--- src/rtl/serial_adder_4bit_if.sv ---
// -----------------------------------------------------------------------------
// serial_adder_4bit_if
// Bundle of the start/done handshake and operand/result bus of the bit-serial
// adder.
//   master : drives start, A, B, CIN; observes busy, done, SUM, COUT (, OVF)
//   slave  : the adder itself; the mirror image of master
// Optional macro SERIAL_ADDER_OVF_EN adds the registered signed-overflow flag OVF.
// -----------------------------------------------------------------------------
interface serial_adder_4bit_if #(
    parameter int WIDTH = 4
);
    logic             start;
    logic [WIDTH-1:0] A;
    logic [WIDTH-1:0] B;
    logic             CIN;
    logic             busy;
    logic             done;
    logic [WIDTH-1:0] SUM;
    logic             COUT;
`ifdef SERIAL_ADDER_OVF_EN
    logic             OVF;

    modport master (
        output start, A, B, CIN,
        input  busy, done, SUM, COUT, OVF
    );

    modport slave (
        input  start, A, B, CIN,
        output busy, done, SUM, COUT, OVF
    );
`else
    modport master (
        output start, A, B, CIN,
        input  busy, done, SUM, COUT
    );

    modport slave (
        input  start, A, B, CIN,
        output busy, done, SUM, COUT
    );
`endif
endinterface

--- src/rtl/serial_adder_4bit.sv ---
// -----------------------------------------------------------------------------
// serial_adder_4bit
// Bit-serial adder: SUM = A + B + CIN, one bit per clock, LSB first.
// Ports:
//   clk  - system clock, rising edge
//   rst  - asynchronous active-high reset
//   bus  - serial_adder_4bit_if.slave:
//          start/A/B/CIN in (sampled only on the accepting edge),
//          busy/done/SUM/COUT out (all registered)
// Optional macro SERIAL_ADDER_OVF_EN: adds bus.OVF, the registered signed
// two's-complement overflow, updated together with SUM/COUT.
// Latency: start accepted at edge 0, bits processed at edges 1..WIDTH, done and
// the new result visible after edge WIDTH. A start during the DONE cycle is
// accepted immediately (back-to-back, no bubble).
// -----------------------------------------------------------------------------
module serial_adder_4bit #(
    parameter int WIDTH = 4
) (
    input  logic                  clk,
    input  logic                  rst,
    serial_adder_4bit_if.slave    bus
);

    localparam int CNT_W = $clog2(WIDTH) + 1;

    typedef enum logic [1:0] {
        ST_IDLE  = 2'd0,
        ST_SHIFT = 2'd1,
        ST_DONE  = 2'd2
    } state_t;

    // Carry of a full adder.
    function automatic logic maj3(input logic x, input logic y, input logic z);
        return (x & y) | (x & z) | (y & z);
    endfunction

    state_t           state_q, state_d;
    logic [WIDTH-1:0] a_sr_q, a_sr_d;
    logic [WIDTH-1:0] b_sr_q, b_sr_d;
    logic             carry_q, carry_d;
    logic [WIDTH-1:0] psum_q, psum_d;
    logic [CNT_W-1:0] cnt_q, cnt_d;
    logic [WIDTH-1:0] sum_q, sum_d;
    logic             cout_q, cout_d;
    logic             busy_q, busy_d;
    logic             done_q, done_d;
`ifdef SERIAL_ADDER_OVF_EN
    logic             ovf_q, ovf_d;
`endif

    logic             bit_sum;
    logic             bit_carry;
    // Partial sum with the new bit prepended; bits [WIDTH:1] are the right-shifted
    // result, which also works for WIDTH=1.
    logic [WIDTH:0]   psum_ext;
    logic             last_bit;

    // Next-state and datapath computation for the serial addition.
    always_comb begin
        state_d  = state_q;
        a_sr_d   = a_sr_q;
        b_sr_d   = b_sr_q;
        carry_d  = carry_q;
        psum_d   = psum_q;
        cnt_d    = cnt_q;
        sum_d    = sum_q;
        cout_d   = cout_q;
`ifdef SERIAL_ADDER_OVF_EN
        ovf_d    = ovf_q;
`endif
        bit_sum   = a_sr_q[0] ^ b_sr_q[0] ^ carry_q;
        bit_carry = maj3(a_sr_q[0], b_sr_q[0], carry_q);
        psum_ext  = {bit_sum, psum_q};
        last_bit  = (cnt_q == CNT_W'(WIDTH - 1));

        case (state_q)
            ST_IDLE, ST_DONE: begin
                if (bus.start) begin
                    state_d = ST_SHIFT;
                    a_sr_d  = bus.A;
                    b_sr_d  = bus.B;
                    carry_d = bus.CIN;
                    psum_d  = {WIDTH{1'b0}};
                    cnt_d   = {CNT_W{1'b0}};
                end else begin
                    state_d = ST_IDLE;
                end
            end
            ST_SHIFT: begin
                psum_d  = psum_ext[WIDTH:1];
                a_sr_d  = a_sr_q >> 1;
                b_sr_d  = b_sr_q >> 1;
                carry_d = bit_carry;
                cnt_d   = cnt_q + CNT_W'(1);
                if (last_bit) begin
                    state_d = ST_DONE;
                    sum_d   = psum_ext[WIDTH:1];
                    cout_d  = bit_carry;
`ifdef SERIAL_ADDER_OVF_EN
                    // carry_q is the carry into the MSB on the final bit.
                    ovf_d   = carry_q ^ bit_carry;
`endif
                end else begin
                    state_d = ST_SHIFT;
                end
            end
            default: begin
                state_d = ST_IDLE;
            end
        endcase

        busy_d = (state_d == ST_SHIFT);
        done_d = (state_d == ST_DONE);
    end

    // State, datapath and output registers with asynchronous reset.
    always_ff @(posedge clk or posedge rst) begin
        if (rst) begin
            state_q <= ST_IDLE;
            a_sr_q  <= {WIDTH{1'b0}};
            b_sr_q  <= {WIDTH{1'b0}};
            carry_q <= 1'b0;
            psum_q  <= {WIDTH{1'b0}};
            cnt_q   <= {CNT_W{1'b0}};
            sum_q   <= {WIDTH{1'b0}};
            cout_q  <= 1'b0;
            busy_q  <= 1'b0;
            done_q  <= 1'b0;
`ifdef SERIAL_ADDER_OVF_EN
            ovf_q   <= 1'b0;
`endif
        end else begin
            state_q <= state_d;
            a_sr_q  <= a_sr_d;
            b_sr_q  <= b_sr_d;
            carry_q <= carry_d;
            psum_q  <= psum_d;
            cnt_q   <= cnt_d;
            sum_q   <= sum_d;
            cout_q  <= cout_d;
            busy_q  <= busy_d;
            done_q  <= done_d;
`ifdef SERIAL_ADDER_OVF_EN
            ovf_q   <= ovf_d;
`endif
        end
    end

    assign bus.busy = busy_q;
    assign bus.done = done_q;
    assign bus.SUM  = sum_q;
    assign bus.COUT = cout_q;
`ifdef SERIAL_ADDER_OVF_EN
    assign bus.OVF  = ovf_q;
`endif

endmodule

--- src/flat_wrapper.sv ---
// flat-port wrapper written by rule: the top's interface ports become plain ports
module serial_adder_4bit_flat 
#(
    parameter int WIDTH = 4
)
  (clk, rst, bus_start, bus_A, bus_B, bus_CIN, bus_busy, bus_done, bus_SUM, bus_COUT);
  serial_adder_4bit_if #(.WIDTH(WIDTH)) bus_i ();
  input  logic clk;
  input  logic rst;
  input wire logic [$bits(bus_i.start)-1:0] bus_start;
  input wire logic [$bits(bus_i.A)-1:0] bus_A;
  input wire logic [$bits(bus_i.B)-1:0] bus_B;
  input wire logic [$bits(bus_i.CIN)-1:0] bus_CIN;
  output wire logic [$bits(bus_i.busy)-1:0] bus_busy;
  output wire logic [$bits(bus_i.done)-1:0] bus_done;
  output wire logic [$bits(bus_i.SUM)-1:0] bus_SUM;
  output wire logic [$bits(bus_i.COUT)-1:0] bus_COUT;
  assign bus_i.start = bus_start;
  assign bus_i.A = bus_A;
  assign bus_i.B = bus_B;
  assign bus_i.CIN = bus_CIN;
  assign bus_busy = bus_i.busy;
  assign bus_done = bus_i.done;
  assign bus_SUM = bus_i.SUM;
  assign bus_COUT = bus_i.COUT;
  serial_adder_4bit #(.WIDTH(WIDTH)) u_core (.clk(clk), .rst(rst), .bus(bus_i));
endmodule
--- config.mk ---
export PLATFORM = sky130hd
export DESIGN_NAME = serial_adder_4bit_flat
export DESIGN_NICKNAME = d
export VERILOG_FILES = /design/src/rtl/serial_adder_4bit_if.sv /design/src/rtl/serial_adder_4bit.sv /design/src/flat_wrapper.sv
export SDC_FILE = /design/constraint.sdc
export NUM_CORES = 1
export LEC_CHECK = 0
export BUFFER_PORTS_ARGS = -buffer_cell sky130_fd_sc_hd__buf_2
export CAP_MARGIN = 20
export CORE_MARGIN = 10
export CORE_UTILIZATION = 33
export DETAILED_ROUTE_END_ITERATION = 7
export MAX_ROUTING_LAYER = met4
export PLACE_DENSITY_LB_ADDON = 0.2
export SLEW_MARGIN = 10
export SYNTH_ARGS = -nofsm -noshare
export SYNTH_HDL_FRONTEND = slang
export SYNTH_SLANG_ARGS = --single-unit
export TNS_END_PERCENT = 20
--- constraint.sdc ---
create_clock -name clk -period 1.35 [get_ports clk]
set_clock_uncertainty 0.05 [all_clocks]
set_input_delay 0.135 -clock clk [delete_from_list [all_inputs] [get_ports clk]]
set_output_delay 0.135 -clock clk [all_outputs]
set_load 0.05 [all_outputs]
==> results.md <==
Run status:
- The run finished with clean final reports.

Logic synthesis:
- The post-synthesis mux area share is 0.111.
- The average instance in the mapped netlist occupies 12.9 µm².
- The fraction of the mapped netlist area in simple logic gates is 0.0781.
- The combinational family with the most area after synthesis is compound AO/OA/AOI/OAI gates.
- During synthesis, Yosys emitted a total of 0 warnings.
- The number of nets handed over by synthesis was 98.
- The synthesized-area fraction occupied by ao, oa, aoi and oai cells is 0.162.
- The post-synthesis xor/xnor area fraction is 0.
- After technology mapping, the gate count stands at 83.
- The adder-cell share of the synthesized area is 0.0420.
- The count of cell types in the netlist is 22.
- The post-synthesis instance area is 0.00107 mm².
- The portion of the post-synthesis area used by sequential elements is 0.559.
- After synthesis the netlist holds a flip-flop and latch count of 24.

GRT:
- The via count of the first global-routing pass was just under 800.
- The total global routing track utilization is 0.0759.
- The first global-routing pass estimated 3620 µm of wire.
- In the global route stage, met2 resource usage came out at 0.113.
- The met1 track demand over resource is 0.0920.
- met2 is the most crowded layer.
- The largest net degree at the start of global routing is 25.
- The total congestion overflow after global routing is 0.
- The number of antenna violations at the first check in global routing came to 0.
- For this run, global-route usage on met3 was measured as 0.0175.

Floorplanning:
- The initial core utilization is 0.349.
- The placeable core area is around 0.0031 mm².
- The width of the die is ~77 µm.
- The number of I/O pins is 19.
- The floorplan step defined a die boundary enclosing 0.00593 mm².
- The site row count is 20.
- The die height is 77.0 µm.

STA:
- For the pin with the worst max-slew slack, the measured transition is 0.306 ns.
- For this run, the top clock speed supported by timing is 0.758 GHz.
- The max-slew violation count came to 0.
- The final cycle utilization of the critical path is 0.978.
- The worst pin sits at a relative slew slack of 0.796.
- Setup repair after global routing left no endpoint under its margin.
- The number of failing hold endpoints at the final stage was 0.
- Setup violations remaining at the end of the flow were counted as 0.
- The worst path in the final design needs a cycle of 1.32 ns, including I/O delays and setup.
- The setup TNS is 0 ns.

Power:
- The worst vdd rail ir drop is 1030 µV.
- The power per standard cell area is around 2600 mW/mm².
- The analysis attributes to cell leakage a power of 0.713 nW.

Setup path:
- The kind of launch point of the worst setup path is a register.
- The required time of the critical path is around 1.5 ns.
- At the worst endpoint, the arrival time is 1.50 ns.
- The worst setup path is of the register to register kind.
- STA classifies the critical path endpoint as a register.
- The register-to-register setup slack is 0.03 ns.
- The maximum fanout along the worst path is 7.

Placement:
- The post-placement cell count is 150.
- The final estimated routing congestion in global placement is roughly 0.70.
- The count of buffers added on input and output ports is 18.

Routing:
- The first routing iteration left 23 violations.
- In the final routed layout, each cell accounts on average for around 13 µm.
- The count of nets left with antenna violations after detail routing is 0.
- The number of search-and-repair iterations in the first detailed-routing pass is 4.
- After detailed routing, the number of vias per cell comes to 4.58.
- The total routed wirelength is 2160 µm.
- Summing over every cut layer, the via total after detailed routing is 738.
- In the routed design, unresolved DRC markers number 0.

Clock network:
- TritonCTS built the clock tree.
- At the later pin of the worst-skew pair, clock insertion delay measures ~0.32 ns.
- Clock-pin slew was measured on the worst setup and hold paths at 0.14 ns.
- CTS placed an instance of clkbuf_4 at the clock tree root.
- The clock net in this run drives a total of 24 sinks.
- The maximum buffer depth of the clock tree is 2.
- Buffers inserted during clock tree synthesis total 3.
- In this run the number of H-tree levels came out at 1.

Final layout:
- The share of post-route cells with drive strength above 1 is 0.419.
- The finished layout holds 161 standard cells, fillers aside.
- Once layout is complete, the utilization of the core stands at 0.466.
- The number of antenna diodes in the final layout is 0.
- The most common cell after layout, fill and taps aside is dfrtp_1.
- For this run, the post-layout net count is 133.
- Compared with the post-synthesis result, the final layout area differs by 33.6%.
- Leaving out fill and tap cells, the most frequent cells in the layout are 24 x dfrtp_1, 18 x buf_2, 14 x buf_4, 9 x a22o_1.

Job:
- Max-cap violations in this run came to 0.

Hold path:
- The type of the tightest min-delay check is input pin to register.
-- state kept, by name, indices dropped and copies added (netlist names), 2 cells and up --
register / cells
u_core.state_q: 2
u_core.b_sr_q: 4
u_core.cnt_q: 3
u_core.psum_q: 3
u_core.bus.SUM: 4
u_core.a_sr_q: 4
-- metal layers --
layer,up-vias,share of wire
li1,362,-
met1,360,0.47
met2,12,0.48
met3,4,0.031
met4,0,0.017
met5,-,0
-- area by class of cell --
cell class / instances / area (µm²)
inverters: 5 / 18.8
well taps: 44 / 55.1
repair buffers: 35 / 225
flip-flops and latches: 24 / 601
clock buffers: 3 / 22.5
fillers: 286 / 1640
clock inverters: 1 / 30.0
multi-input cells: 49 / 482
-- worst max-delay path: stages (launching register included) --
cell and delay, ns:
dfrtp_1 0.43, ha_4 0.17, ha_4 0.17, nand2_8 0.09, mux2_4 0.31
-- cells in the mapped netlist --
| cell | instances | area [µm²] |
|---|---|---|
| clkbuf_1 | 1 | 3.75 |
| a211oi_1 | 4 | 30.0 |
| inv_1 | 5 | 18.8 |
| mux2_2 | 7 | 78.8 |
| nand3_1 | 1 | 5.00 |
| nor2b_4 | 1 | 13.8 |
| fa_1 | 1 | 20.0 |
| mux2i_1 | 4 | 40.0 |
| o31ai_1 | 1 | 7.51 |
| buf_6 | 1 | 11.3 |
| nor2_1 | 1 | 3.75 |
| nor2b_1 | 5 | 31.3 |
| nor2_4 | 1 | 11.3 |
| nand2b_1 | 2 | 12.5 |
| a21oi_1 | 4 | 20.0 |
| a22o_1 | 9 | 78.8 |
| ha_1 | 2 | 25.0 |
| nand2_2 | 1 | 6.26 |
| buf_4 | 1 | 7.51 |
| buf_2 | 2 | 10.0 |
| dfrtp_1 | 24 | 601 |
| a21o_1 | 5 | 37.5 |
-- kinds of logic after synthesis --
logic type,Yosys count
flip-flops,24
AO/OA/AOI/OAI,23
AND/OR/NAND/NOR,12
multiplexers,11
buffers and inverters,10
adder cells (fa/ha/maj),3
-- worst paths after layout --
| path | start | to | depth (start not counted) |
|---|---|---|---|
| min in group asynchronous | rst | u_core.bus.done$_DFF_PP0_ | 4 |
| hold reg to reg | u_core.b_sr_q[2]$_DFFE_PP0P_ | u_core.b_sr_q[2]$_DFFE_PP0P_ | 1 |
| hold / removal | bus_A[1] | u_core.a_sr_q[1]$_DFFE_PP0P_ | 3 |
| max in group asynchronous | rst | u_core.b_sr_q[1]$_DFFE_PP0P_ | 4 |
| setup / recovery | u_core.cnt_q[0]$_DFFE_PP0P_ | u_core.bus.SUM[0]$_DFFE_PP0P_ | 4 |
| setup reg to reg | u_core.cnt_q[0]$_DFFE_PP0P_ | u_core.bus.SUM[0]$_DFFE_PP0P_ | 4 |
-- metrics by stage --
stage	cell area [µm²]	hold WS (ns)	power [mW]	setup WS [ns]
6_report	1430	0.0370	3.68	0.0302
3_5_place_dp	1270	0.144	2.95	-0.0524
3_3_place_gp	1270	0.149	2.89	-0.0276
2_1_floorplan	1080	0.0996	2.51	0.0173
5_1_grt	1430	0.0336	3.95	0.00229
4_1_cts	1390	0.0234	3.62	0.00566
-- power by group --
part	internal (mW)	switching, mW
Combinational	0.931	0.970
Clock	0.300	0.218
Sequential	1.04	0.219
-- repair_timing --
| item | CTS | global route |
|---|---|---|
| setup buffers | 0 | 4 |
| hold buffers | 3 | 0 |
| resized for setup | 9 | 1 |
| endpoints found under the hold margin | 26 | 0 |
| endpoints found under the setup margin | 6 | 6 |
| pin swaps | 1 | 1 |
(Power assumes the default switching activity.)
